File: config.mk
export PLATFORM = sky130hd
export DESIGN_NAME = ifetch_ctrl
export DESIGN_NICKNAME = d
export VERILOG_FILES = /design/src/rtl/ifetch_pkg.sv /design/src/rtl/ifetch_queue.sv /design/src/rtl/ifetch_ctrl.sv
export SDC_FILE = /design/constraint.sdc
export NUM_CORES = 1
export LEC_CHECK = 0
export CORE_UTILIZATION = 51
export CTS_BUF_LIST = sky130_fd_sc_hd__clkbuf_8
export DETAILED_ROUTE_END_ITERATION = 8
export PLACE_DENSITY = 0.82
export SKIP_CTS_REPAIR_TIMING = 1
export SYNTH_ARGS = -nofsm -noshare
export SYNTH_HDL_FRONTEND = slang
export SYNTH_SLANG_ARGS = --single-unit
File: constraint.sdc
create_clock -name clk -period 6.65 [get_ports clk]
set_clock_uncertainty 0.15 [all_clocks]
set_input_delay 1.33 -clock clk [delete_from_list [all_inputs] [get_ports clk]]
set_output_delay 1.33 -clock clk [all_outputs]
set_load 0.005 [all_outputs]
File: src/rtl/ifetch_pkg.sv
// Shared state encoding, constants and queue-entry type for the instruction-fetch sequencer.
package ifetch_pkg;

   typedef enum logic [1:0] {
      RUN   = 2'd0,
      HALT  = 2'd1,
      FAULT = 2'd2
   } state_t;

   localparam int unsigned INSTR_BYTES = 4;

   typedef struct packed {
      logic [31:0] pc;
      logic [31:0] instr;
   } entry_t;

endpackage

File: src/rtl/ifetch_queue.sv
// 2-entry synchronous FIFO holding fetched {pc, instr} pairs; head is read combinationally.
// Latency: a push is visible at the head the cycle after it is written.
// Backpressure: caller must not push when full without a simultaneous pop; flush beats push.
module ifetch_queue
   import ifetch_pkg::*;
(
   input  logic       clk,
   input  logic       rst_n,
   input  logic       flush,
   input  logic       push,
   input  entry_t     push_dat,
   input  logic       pop,
   output logic [1:0] count,
   output entry_t     head_dat
);

   entry_t     mem_q [2];
   logic       rd_ptr_q;
   logic       wr_ptr_q;
   logic [1:0] count_q;

   always_ff @(posedge clk or negedge rst_n) begin
      if (!rst_n) begin
         rd_ptr_q <= 1'b0;
         wr_ptr_q <= 1'b0;
         count_q  <= 2'd0;
      end else if (flush) begin
         rd_ptr_q <= 1'b0;
         wr_ptr_q <= 1'b0;
         count_q  <= 2'd0;
      end else begin
         if (push) wr_ptr_q <= ~wr_ptr_q;
         if (pop)  rd_ptr_q <= ~rd_ptr_q;
         count_q <= count_q + {1'b0, push} - {1'b0, pop};
      end
   end

   // Payload needs no reset; count_q alone decides validity.
   always_ff @(posedge clk) begin
      if (push && !flush) mem_q[wr_ptr_q] <= push_dat;
   end

   assign count    = count_q;
   assign head_dat = mem_q[rd_ptr_q];

endmodule

File: src/rtl/ifetch_ctrl.sv
// Instruction-fetch sequencer: owns the PC, drives the async ROM and queues words for decode.
// Latency: word fetched in cycle N appears on out_* in N+1; a redirect target appears 2 cycles later.
// Backpressure: out_valid/out_ready; fetch stalls when the 2-entry queue is full and not popping.
// Optional perf counters are built when IFETCH_PERF_EN is defined.
module ifetch_ctrl
   import ifetch_pkg::*;
#(
   parameter logic [31:0] RESET_PC   = 32'h0000_0000,
   parameter int unsigned IMEM_DEPTH = 256,
   parameter int unsigned QDEPTH     = 2
) (
   input  logic        clk,
   input  logic        rst_n,
   output logic [31:0] imem_addr,
   input  logic [31:0] imem_data,
   output logic        out_valid,
   input  logic        out_ready,
   output logic [31:0] out_instr,
   output logic [31:0] out_pc,
   input  logic        redirect_valid,
   input  logic [31:0] redirect_pc,
   input  logic        halt_req,
   output logic        halted,
   output logic        fault,
   output logic [31:0] fault_pc
`ifdef IFETCH_PERF_EN
  ,output logic [31:0] perf_fetched,
   output logic [31:0] perf_stall,
   output logic [31:0] perf_flush
`endif
);

   localparam logic [1:0]  Q_FULL   = 2'(QDEPTH);
   localparam logic [32:0] PC_LIMIT = 33'(IMEM_DEPTH * INSTR_BYTES);

   state_t      state_q, state_d;
   logic [31:0] pc_q, pc_d;
   logic [31:0] fault_pc_q, fault_pc_d;

   logic [1:0]  count;
   entry_t      head_dat;
   entry_t      push_dat;
   logic        pop;
   logic        push;
   logic        flush;
   logic        redirect_ok;
   logic        redirect_bad;
   logic        room;
   logic        pc_in_range;
   logic        fetch_try;
   logic        range_fault;

   assign pop          = out_valid && out_ready;
   assign redirect_ok  = redirect_valid && (state_q != FAULT);
   assign redirect_bad = redirect_ok && (redirect_pc[1:0] != 2'b00);
   assign room         = (count != Q_FULL) || pop;
   // Widened compare so a wrapped pc_q can never look in range.
   assign pc_in_range  = ({1'b0, pc_q} < PC_LIMIT);
   assign fetch_try    = (state_q == RUN) && !halt_req && !redirect_ok && room;
   assign push         = fetch_try && pc_in_range;
   assign range_fault  = fetch_try && !pc_in_range;
   assign flush        = redirect_ok;
   assign push_dat     = '{pc: pc_q, instr: imem_data};

   ifetch_queue u_queue (
      .clk      (clk),
      .rst_n    (rst_n),
      .flush    (flush),
      .push     (push),
      .push_dat (push_dat),
      .pop      (pop),
      .count    (count),
      .head_dat (head_dat)
   );

   always_ff @(posedge clk or negedge rst_n) begin
      if (!rst_n) begin
         state_q    <= RUN;
         pc_q       <= RESET_PC;
         fault_pc_q <= 32'd0;
      end else begin
         state_q    <= state_d;
         pc_q       <= pc_d;
         fault_pc_q <= fault_pc_d;
      end
   end

   always_comb begin
      state_d    = state_q;
      pc_d       = pc_q;
      fault_pc_d = fault_pc_q;
      if (redirect_bad) begin
         state_d    = FAULT;
         fault_pc_d = redirect_pc;
      end else if (redirect_ok) begin
         pc_d    = redirect_pc;
         state_d = halt_req ? HALT : RUN;
      end else if (range_fault) begin
         state_d    = FAULT;
         fault_pc_d = pc_q;
      end else begin
         if (push) pc_d = pc_q + 32'(INSTR_BYTES);
         case (state_q)
            RUN:     if (halt_req)  state_d = HALT;
            HALT:    if (!halt_req) state_d = RUN;
            default: state_d = state_q;
         endcase
      end
   end

   assign imem_addr = pc_q;
   assign out_valid = (count != 2'd0);
   assign out_instr = head_dat.instr;
   assign out_pc    = head_dat.pc;
   assign halted    = (state_q == HALT) && (count == 2'd0);
   assign fault     = (state_q == FAULT);
   assign fault_pc  = fault_pc_q;

`ifdef IFETCH_PERF_EN
   logic [31:0] fetched_q, stall_q, flushed_q;
   logic        stall_cyc;
   logic        flush_hit;

   assign stall_cyc = (state_q == RUN) && (count == Q_FULL) && !pop;
   // Entries discarded by a redirect = count minus the one being popped.
   assign flush_hit = redirect_ok && (count > {1'b0, pop});

   always_ff @(posedge clk or negedge rst_n) begin
      if (!rst_n) begin
         fetched_q <= 32'd0;
         stall_q   <= 32'd0;
         flushed_q <= 32'd0;
      end else begin
         if (push && (fetched_q != 32'hFFFF_FFFF))      fetched_q <= fetched_q + 32'd1;
         if (stall_cyc && (stall_q != 32'hFFFF_FFFF))   stall_q   <= stall_q + 32'd1;
         if (flush_hit && (flushed_q != 32'hFFFF_FFFF)) flushed_q <= flushed_q + 32'd1;
      end
   end

   assign perf_fetched = fetched_q;
   assign perf_stall   = stall_q;
   assign perf_flush   = flushed_q;
`endif

endmodule

# Word level (Yosys, flattened, before mapping)
# Memories as Yosys holds them, arrays and structs flattened.
# Index checks and enable logic that the tools add are counted.
[word_totals] ff_bits=70 ram_bits=128 inputBits=69 out_inout_bits=131 word_cells=67 memories=1
[classes] addsub=3 magnitude_cmp=1 eq_ne=8 n_mux=20 bitwise_logic=3 n_reduce_logical=25
[mem_list] name="u_queue.mem_q" words=2 width=64 rd=1 rd_clocked_by_memory_dff=0 write_ports=1 line="ifetch_queue.sv:17" source="entry_t mem_q [2];"
[op_table] operator="$mux W32" n=6
[op_table] operator="$add A32 B3 Y32 const B" n=1
[op_table] operator="$lt A32 B11 Y1 const B" n=1
[op_table] operator="$mux W2" n=6
[op_table] operator="$logic_and A1 B1 Y1" n=10
[op_table] operator="$ne A5 B5 Y1 const B" n=2
[op_table] operator="$reduce_bool A2 Y1" n=5
[op_table] operator="$mux W1" n=7
[op_table] operator="$ne A2 B2 Y1 const B" n=3
[op_table] operator="$reduce_and A3 Y1" n=2
[op_table] operator="$reduce_bool A5 Y1" n=1
[op_table] operator="$logic_not A2 Y1" n=2
[op_table] operator="$pmux W2 S2" n=1
[op_table] operator="$logic_not A1 Y1" n=3
[op_table] operator="$not A1 Y1" n=3
[op_table] operator="$add A2 B1 Y2" n=1
[op_table] operator="$eq A2 B1 Y1 const B" n=1
[op_table] operator="$eq A2 B2 Y1 const B" n=1
[op_table] operator="$ne A2 B1 Y1 const B" n=1
[op_table] operator="$reduce_and A2 Y1" n=1
[op_table] operator="$sub A2 B1 Y2" n=1
[op_table] operator="$logic_or A1 B1 Y1" n=1

# Logic depth before layout (Yosys ltp)
# Gate-level depths: netlist of the first run.
[depth] depth_word=9 depth_mapped=8 mapped_depth_nobuf=8

# Modules after synthesis
# A second synthesis of the first run with hierarchy kept.
[unflattened] cells_unflattened=530 hier_area_um2=8416.8
[by_module_without_submodules] module="ifetch_queue" instances=1 cells_per_inst=216 area_per_inst_um2=5027.3 seq_area_each_um2=3943.8
[by_module_without_submodules] module="ifetch_ctrl" instances=1 cells_per_inst=314 area_per_inst_um2=3389.5 seq_area_each_um2=1651.6

# Least setup slack after synthesis of the first run
# No wires, ideal clock.
[synth_timing] kind="input-to-reg" from="input halt_req" to="memory u_queue.mem_q[0][0] in the netlist's numbering (enable)" setup_time_ns=0.488 arrival_ns=4.637 t_required_ns=6.012 slack_ns=1.375 stages=4 n_path_buf=0 cell_sequence="nor2_1 nor4b_4 nand3_2 nor2_1"
[synth_between] elab_chain_cells=8
[synth_rtl] element="from (decl)" line="ifetch_ctrl.sv:22" source="input logic halt_req,"
[synth_rtl] element="$logic_not A1 Y1"
[synth_rtl] element="$logic_and A1 B1 Y1 (3 in series)" line="ifetch_ctrl.sv:59" source="assign fetch_try = (state_q == RUN) && !halt_req && !redirect_ok && room;"
[synth_rtl] element="$logic_and A1 B1 Y1" line="ifetch_ctrl.sv:60" source="assign push = fetch_try && pc_in_range;"
[synth_rtl] element="$logic_and A1 B1 Y1" line="ifetch_queue.sv:40" source="if (push && !flush) mem_q[wr_ptr_q] <= push_dat;"
[synth_rtl] element="$mux W1" line="ifetch_queue.sv:40"
[synth_rtl] element="$mux W1 (not written as such)" line="ifetch_queue.sv:40"
[synth_rtl] element="to (decl)" line="ifetch_queue.sv:17"
# Every way passes these cells.

# Final worst setup path of the first run
[layout_timing] from="register u_queue.rd_ptr_q" to="output out_pc[15]"
[layout_between] elab_chain_cells=1
[layout_rtl] element="from (decl)" line="ifetch_queue.sv:18" source="logic rd_ptr_q;"
[layout_rtl] element="from (signal assigned)" line="ifetch_queue.sv:33" source="if (pop) rd_ptr_q <= ~rd_ptr_q;"
[layout_rtl] element="$mem_v2 Z2 W64"
[layout_rtl] element="to (decl)" line="ifetch_ctrl.sv:19" source="output logic [31:0] out_pc,"
# Every way passes these cells.

==> flow_summary.ini, run 1 <==
[placed_design]
place_area_um2 = 10200
place_congestion = 0.805
hpwlAfterDp_um = 12900
port_buffers = 199

[timing]
holdWs_ns = 0.348
max_clock_freq_ghz = 0.245
tightest_slew_ns = 0.998
finalSetupViolations = 0
hold_violations = 0
final.setup.tns_ns = 0
max_slew_margin_pct = 33.3
maxSlewViolCount = 0
rsz0062_at_grt = no
period_share_pct = 61.4
min_period_ns = 4.09

[die]
die_w_um = 127
fp-row-count = 45
pin_count = 200
die_h_um = 127
coreArea_um2 = 15300
start_util_pct = 52.3
die_area_um2 = 16200

[setup_path]
r2r-end = u_queue.mem_q[0][37]
cp.arrival_ns = 2.61
critPathMaxStageDelay_ns = 0.62
critical_path_class = reg -> out
r2r_setup_slack_ns = 3.24
crit_path_end = out_pc[15]
timing.critical_path.buf_inv = 2
reg2reg_depth = 5
crit_chain = buf_4 > mux2_2 > clkdlybuf4s50_1
path_depth = 3
critPathTopFamily = buffers and inverters
crit_slowest_cell = dfrtp_2
cp-start-kind = flip-flop
cp.required_ns = 5.17
endpoint_kind = output pin
timing.rr.start = imem_addr[28]
startpoint = u_queue.rd_ptr_q
cp_max_fo = 50

[pwr]
power.leakage_uw = 0.00387
ir_worst_vdd_v = 0.000225
p_per_area_nw_per_um2 = 375

[synth]
synth_xor_area_share_pct = 0.329
synth_top_family_by_area = multiplexers
synthesis.nets = 629
synth_compound_area_share_pct = 9.32
yosys-top-cells-area = edfxtp_1 (48%), dfrtp_1 (22%), mux2_2 (9.7%), o22ai_1 (3.0%), a21oi_1 (2.6%)
ys_warn_count = 0
yosys-top-cells-count = edfxtp_1 (128), dfrtp_1 (70), mux2_2 (69)
yosys.area.top_type_share_pct = 48.1
synth-seq-area-share_pct = 70.1
synth_simple_gate_area_share_pct = 6.63
synthCells = 557
synth_ff_type = edfxtp_1
synth_mux_area_share_pct = 10.1
synthAdderAreaFrac_pct = 0.470
yosysTopAreaCell = edfxtp_1
synth_area_per_cell_um2 = 14.3
ys_seq_elements = 198
syn_area_um2 = 7990
synth_edf_count = 128
ys_types = 49
yosysMostFrequentCell = edfxtp_1
postSynth.asyncResetShare_pct = 35.4

[clock_tree]
clock-root-buffer = clkbuf_8
clk_pin_slew_ns = 0.10
h-tree-depth = 4
clk_path_buf_depth = 2
clock_latency_ns = 0.45
cts_tree = done
numCtsBuffers = 17
cts.sinks = 198

[finish]
synthToLayoutAreaGrowth_pct = 32.8
num_antenna_cells = 0
fillers = 1041
finalNetCount = 828
drive_gt1_share_pct = 15.5
post-route-util_pct = 69.5
design_area_um2 = 10600

[hold_path]
holdPathStages = 0
hold_class = reg -> reg

[grt]
grt_pass1_wl_um = 29400
met2_usage_pct = 39.7
antenna_found_initial = 0
grtUsageMet3_pct = 5.07
grt_max_degree = 71
grt-ovfl-total = 0
grt_usage_pct = 24.1
grt_pass1_vias = 5538
met1_usage_pct = 32.1
grt.busiest_layer = met2

[drt]
vias = 5485
route.detailed.drc = 0
first_pass_iters = 5
drt-initial-drc-count = 340
vias_per_cell = 5.60
antenna_left = 0
wl_um = 19100
wl_per_cell_um = 19.5

[status]
status = finished clean

[flow_run]
drv_cap = 0
-- cell type report --
cell class	instances	area [µm²]	area share, %
sequential	198	5600	52.8
multi-input combinational	297	2160	20.4
timing repair buffer	205	2030	19.2
clock buffer	17	234	2.21
inverter	37	139	1.31
tap	211	264	2.49
clock inverter	15	180	1.70
-- how the worst min path moves through the flow --
stage / from / end / slack (ns)
final: imem_addr[0] / u_queue.mem_q[1][32] / 0.35
after global routing: imem_addr[0] / u_queue.mem_q[1][32] / 0.37
after CTS: imem_addr[0] / u_queue.mem_q[1][32] / 0.35
after detailed placement: imem_addr[0] / u_queue.mem_q[1][32] / 0.33
after global placement: imem_addr[1] / u_queue.mem_q[0][33] / 0.34
after floorplan: u_queue.wr_ptr_q / u_queue.wr_ptr_q / 0.31
-- cell usage in the layout, fill, tap and decap left out, types with 4 or more instances in the layout --
cell	count
inv_1	37
dfrtp_1	69
nand4_1	4
nand3_1	13
nand2_1	18
clkdlybuf4s50_1	198
mux2_2	69
and2_1	5
edfxtp_1	128
buf_4	6
clkinvlp_4	6
a21oi_1	41
nor2_1	29
a2bb2oi_1	4
nor4_1	5
clkbuf_8	17
o22ai_1	38
o21ai_0	13
-- metrics by stage --
stage          setup slack (ns)  instances  total power (µW)
2_1_floorplan              1.38        557              2390
3_3_place_gp               2.34        948              3170
3_5_place_dp               2.23        948              3220
4_1_cts                    2.52        980              4000
5_1_grt                    2.42        980              4180
6_report                   2.56        980              3980
-- layer usage --
| layer | vias to the layer above | part of all wire (%) |
|---|---|---|
| li1 | 2488 | - |
| met1 | 2730 | 43 |
| met2 | 250 | 49 |
| met3 | 17 | 7.3 |
| met4 | 0 | 1.0 |
| met5 | - | 0 |
-- cells by family after synthesis --
logic type                 Yosys count
DFF                                198
AOI/OAI and AO/OA                  121
and+or+nand+nor                     98
muxes                               72
buffers and inverters               62
xor gates and xnor gates             3
adders and majority gates            3
-- power breakdown --
group          leakage (µW)  total, µW  internal, µW  switching [µW]
clock              0.000191        789           373             416
combinational       0.00172       1330           793             538
sequential          0.00196       1860          1560             299
-- flip-flops by register name, summed over array words and instances (netlist names) --
register and count:
state_q 2, u_queue.mem_q 128, u_queue.rd_ptr_q 1, u_queue.count 2
fault_pc 32, imem_addr 32, u_queue.wr_ptr_q 1
Power figures use the tool's default switching activity.
==> run 2: changes to the inputs <==
--- a/config.mk
+++ b/config.mk
@@ -5,10 +5,10 @@
 export SDC_FILE = /design/constraint.sdc
 export NUM_CORES = 1
 export LEC_CHECK = 0
-export CORE_UTILIZATION = 51
+export CORE_UTILIZATION = 46
 export CTS_BUF_LIST = sky130_fd_sc_hd__clkbuf_8
 export DETAILED_ROUTE_END_ITERATION = 8
-export PLACE_DENSITY = 0.82
+export PLACE_DENSITY = 0.79
 export SKIP_CTS_REPAIR_TIMING = 1
 export SYNTH_ARGS = -nofsm -noshare
 export SYNTH_HDL_FRONTEND = slang
==> constraint.sdc (replaced) <==
create_clock -name clk -period 3.5 [get_ports clk]
set_clock_uncertainty 0.15 [all_clocks]
set_input_delay 0.7 -clock clk [delete_from_list [all_inputs] [get_ports clk]]
set_output_delay 0.7 -clock clk [all_outputs]
set_load 0.005 [all_outputs]
==> flow_summary.ini, run 2 (synthesis results as in run 1) <==
[drt]
vias_per_cell = 5.48
vias = 5466
route.detailed.drc = 0
drt-initial-drc-count = 424
antenna_left = 0
first_pass_iters = 5
wl_per_cell_um = 19.5
wl_um = 19400

[clock_tree]
clock_latency_ns = 0.47
cts_tree = done
clk_path_buf_depth = 2
clock-root-buffer = clkbuf_8
cts.sinks = 198
h-tree-depth = 4
clk_pin_slew_ns = 0.10
numCtsBuffers = 17

[finish]
num_antenna_cells = 0
finalNetCount = 838
synthToLayoutAreaGrowth_pct = 33.5
final_cell_mix = clkdlybuf4s50_1 (198), edfxtp_1 (128), mux2_2 (69), dfrtp_1 (69), a21oi_1 (41)
largest_reg_flops = 128
drive_gt1_share_pct = 16.2
fillers = 1295
mostFrequentLayoutCell = clkdlybuf4s50_1
regMostFlops = u_queue.mem_q
finalNonFillerCells = 997
design_area_um2 = 10700

[placed_design]
place_congestion = 0.842
port_buffers = 199
place_area_um2 = 10300
hpwlAfterDp_um = 13200
dp.cells = 967

[setup_path]
cp.arrival_ns = 2.07
critPathMaxStageDelay_ns = 0.47
crit_slowest_cell = clkdlybuf4s50_1
cp-start-kind = flip-flop
endpoint_kind = output pin
crit_chain = buf_12 > mux2_2 > clkdlybuf4s50_1
r2r-end = imem_addr[25]
cp.required_ns = 2.65
critical_path_class = reg -> out
reg2reg_depth = 5
timing.rr.start = imem_addr[30]
cp_max_fo = 65
r2r_setup_slack_ns = 0.75

[timing]
min_period_ns = 2.92
tightest_slew_ns = 0.909
max_slew_margin_pct = 39.4
hold_violations = 0
final.setup.tns_ns = 0
rsz0062_at_grt = no
holdWs_ns = 0.186
maxSlewViolCount = 0
max_clock_freq_ghz = 0.342
period_share_pct = 83.5
finalSetupViolations = 0

[pwr]
power.leakage_uw = 0.00390
ir_worst_vdd_v = 0.000415
p_per_area_nw_per_um2 = 699

[grt]
grt_usage_pct = 22.2
grt_pass1_vias = 5500
grt_pass1_wl_um = 29800
grt_max_degree = 71
antenna_found_initial = 0
grt-ovfl-total = 0

[status]
status = finished clean

[die]
fp-row-count = 47
coreArea_um2 = 16800
pin_count = 200
die_area_um2 = 17900
start_util_pct = 47.7
die_h_um = 134
die_w_um = 134

[hold_path]
hold_class = in -> async

[flow_run]
drv_cap = 0
==> run 2: critical path, delay by kind of cell (launching register included) <==
family | cells | cell delay, ns
multiplexers | 1 | 0.38
flip-flops | 1 | 0.39
buffers and inverters | 2 | 0.79
==> run 2: final cells by class <==
class,count,area (µm²),area share (%)
Sequential cell,198,5600,52.5
Timing Repair Buffer,215,2150,20.1
Clock inverter,13,110,1.03
Inverter,37,139,1.30
Tap cell,220,275,2.58
Clock buffer,17,234,2.19
Multi-Input combinational cell,297,2160,20.3
==> run 2: worst max-delay path by stage <==
stage,start,endpoint,slack [ns],cells after the start
after floorplan,imem_addr[24],u_queue.mem_q[0][0],0.57,4
after global placement,redirect_valid,u_queue.mem_q[1][26],0.47,6
after detailed placement,redirect_valid,u_queue.mem_q[1][43],0.42,6
after CTS,u_queue.rd_ptr_q,out_instr[7],0.55,3
after global routing,u_queue.rd_ptr_q,out_pc[21],0.49,3
final,u_queue.rd_ptr_q,out_pc[16],0.58,3
==> run 2: through the flow <==
step	setup slack, ns	power (µW)	util (%)
2_1_floorplan	0.570	4550	-
3_3_place_gp	0.467	6100	61.6
3_5_place_dp	0.417	6210	61.6
4_1_cts	0.552	7520	63.6
5_1_grt	0.495	7840	63.6
6_report	0.577	7460	63.6
==> run 2: power breakdown <==
part	total [µW]	switching [µW]	internal, µW
logic	2680	1120	1560
registers	3470	503	2960
clock network	1310	764	550
total	7460	2380	5080
==> run 2: per-layer routing <==
| layer | vias to the layer above | global-route usage [%] | share of wire (%) |
|---|---|---|---|
| met1 | 2701 | 29.2 | 42 |
| met5 | - | 0 | 0 |
| met2 | 226 | 36.0 | 49 |
| met4 | 0 | 7.89 | 1.9 |
| met3 | 33 | 5.29 | 7.2 |
| li1 | 2506 | - | - |
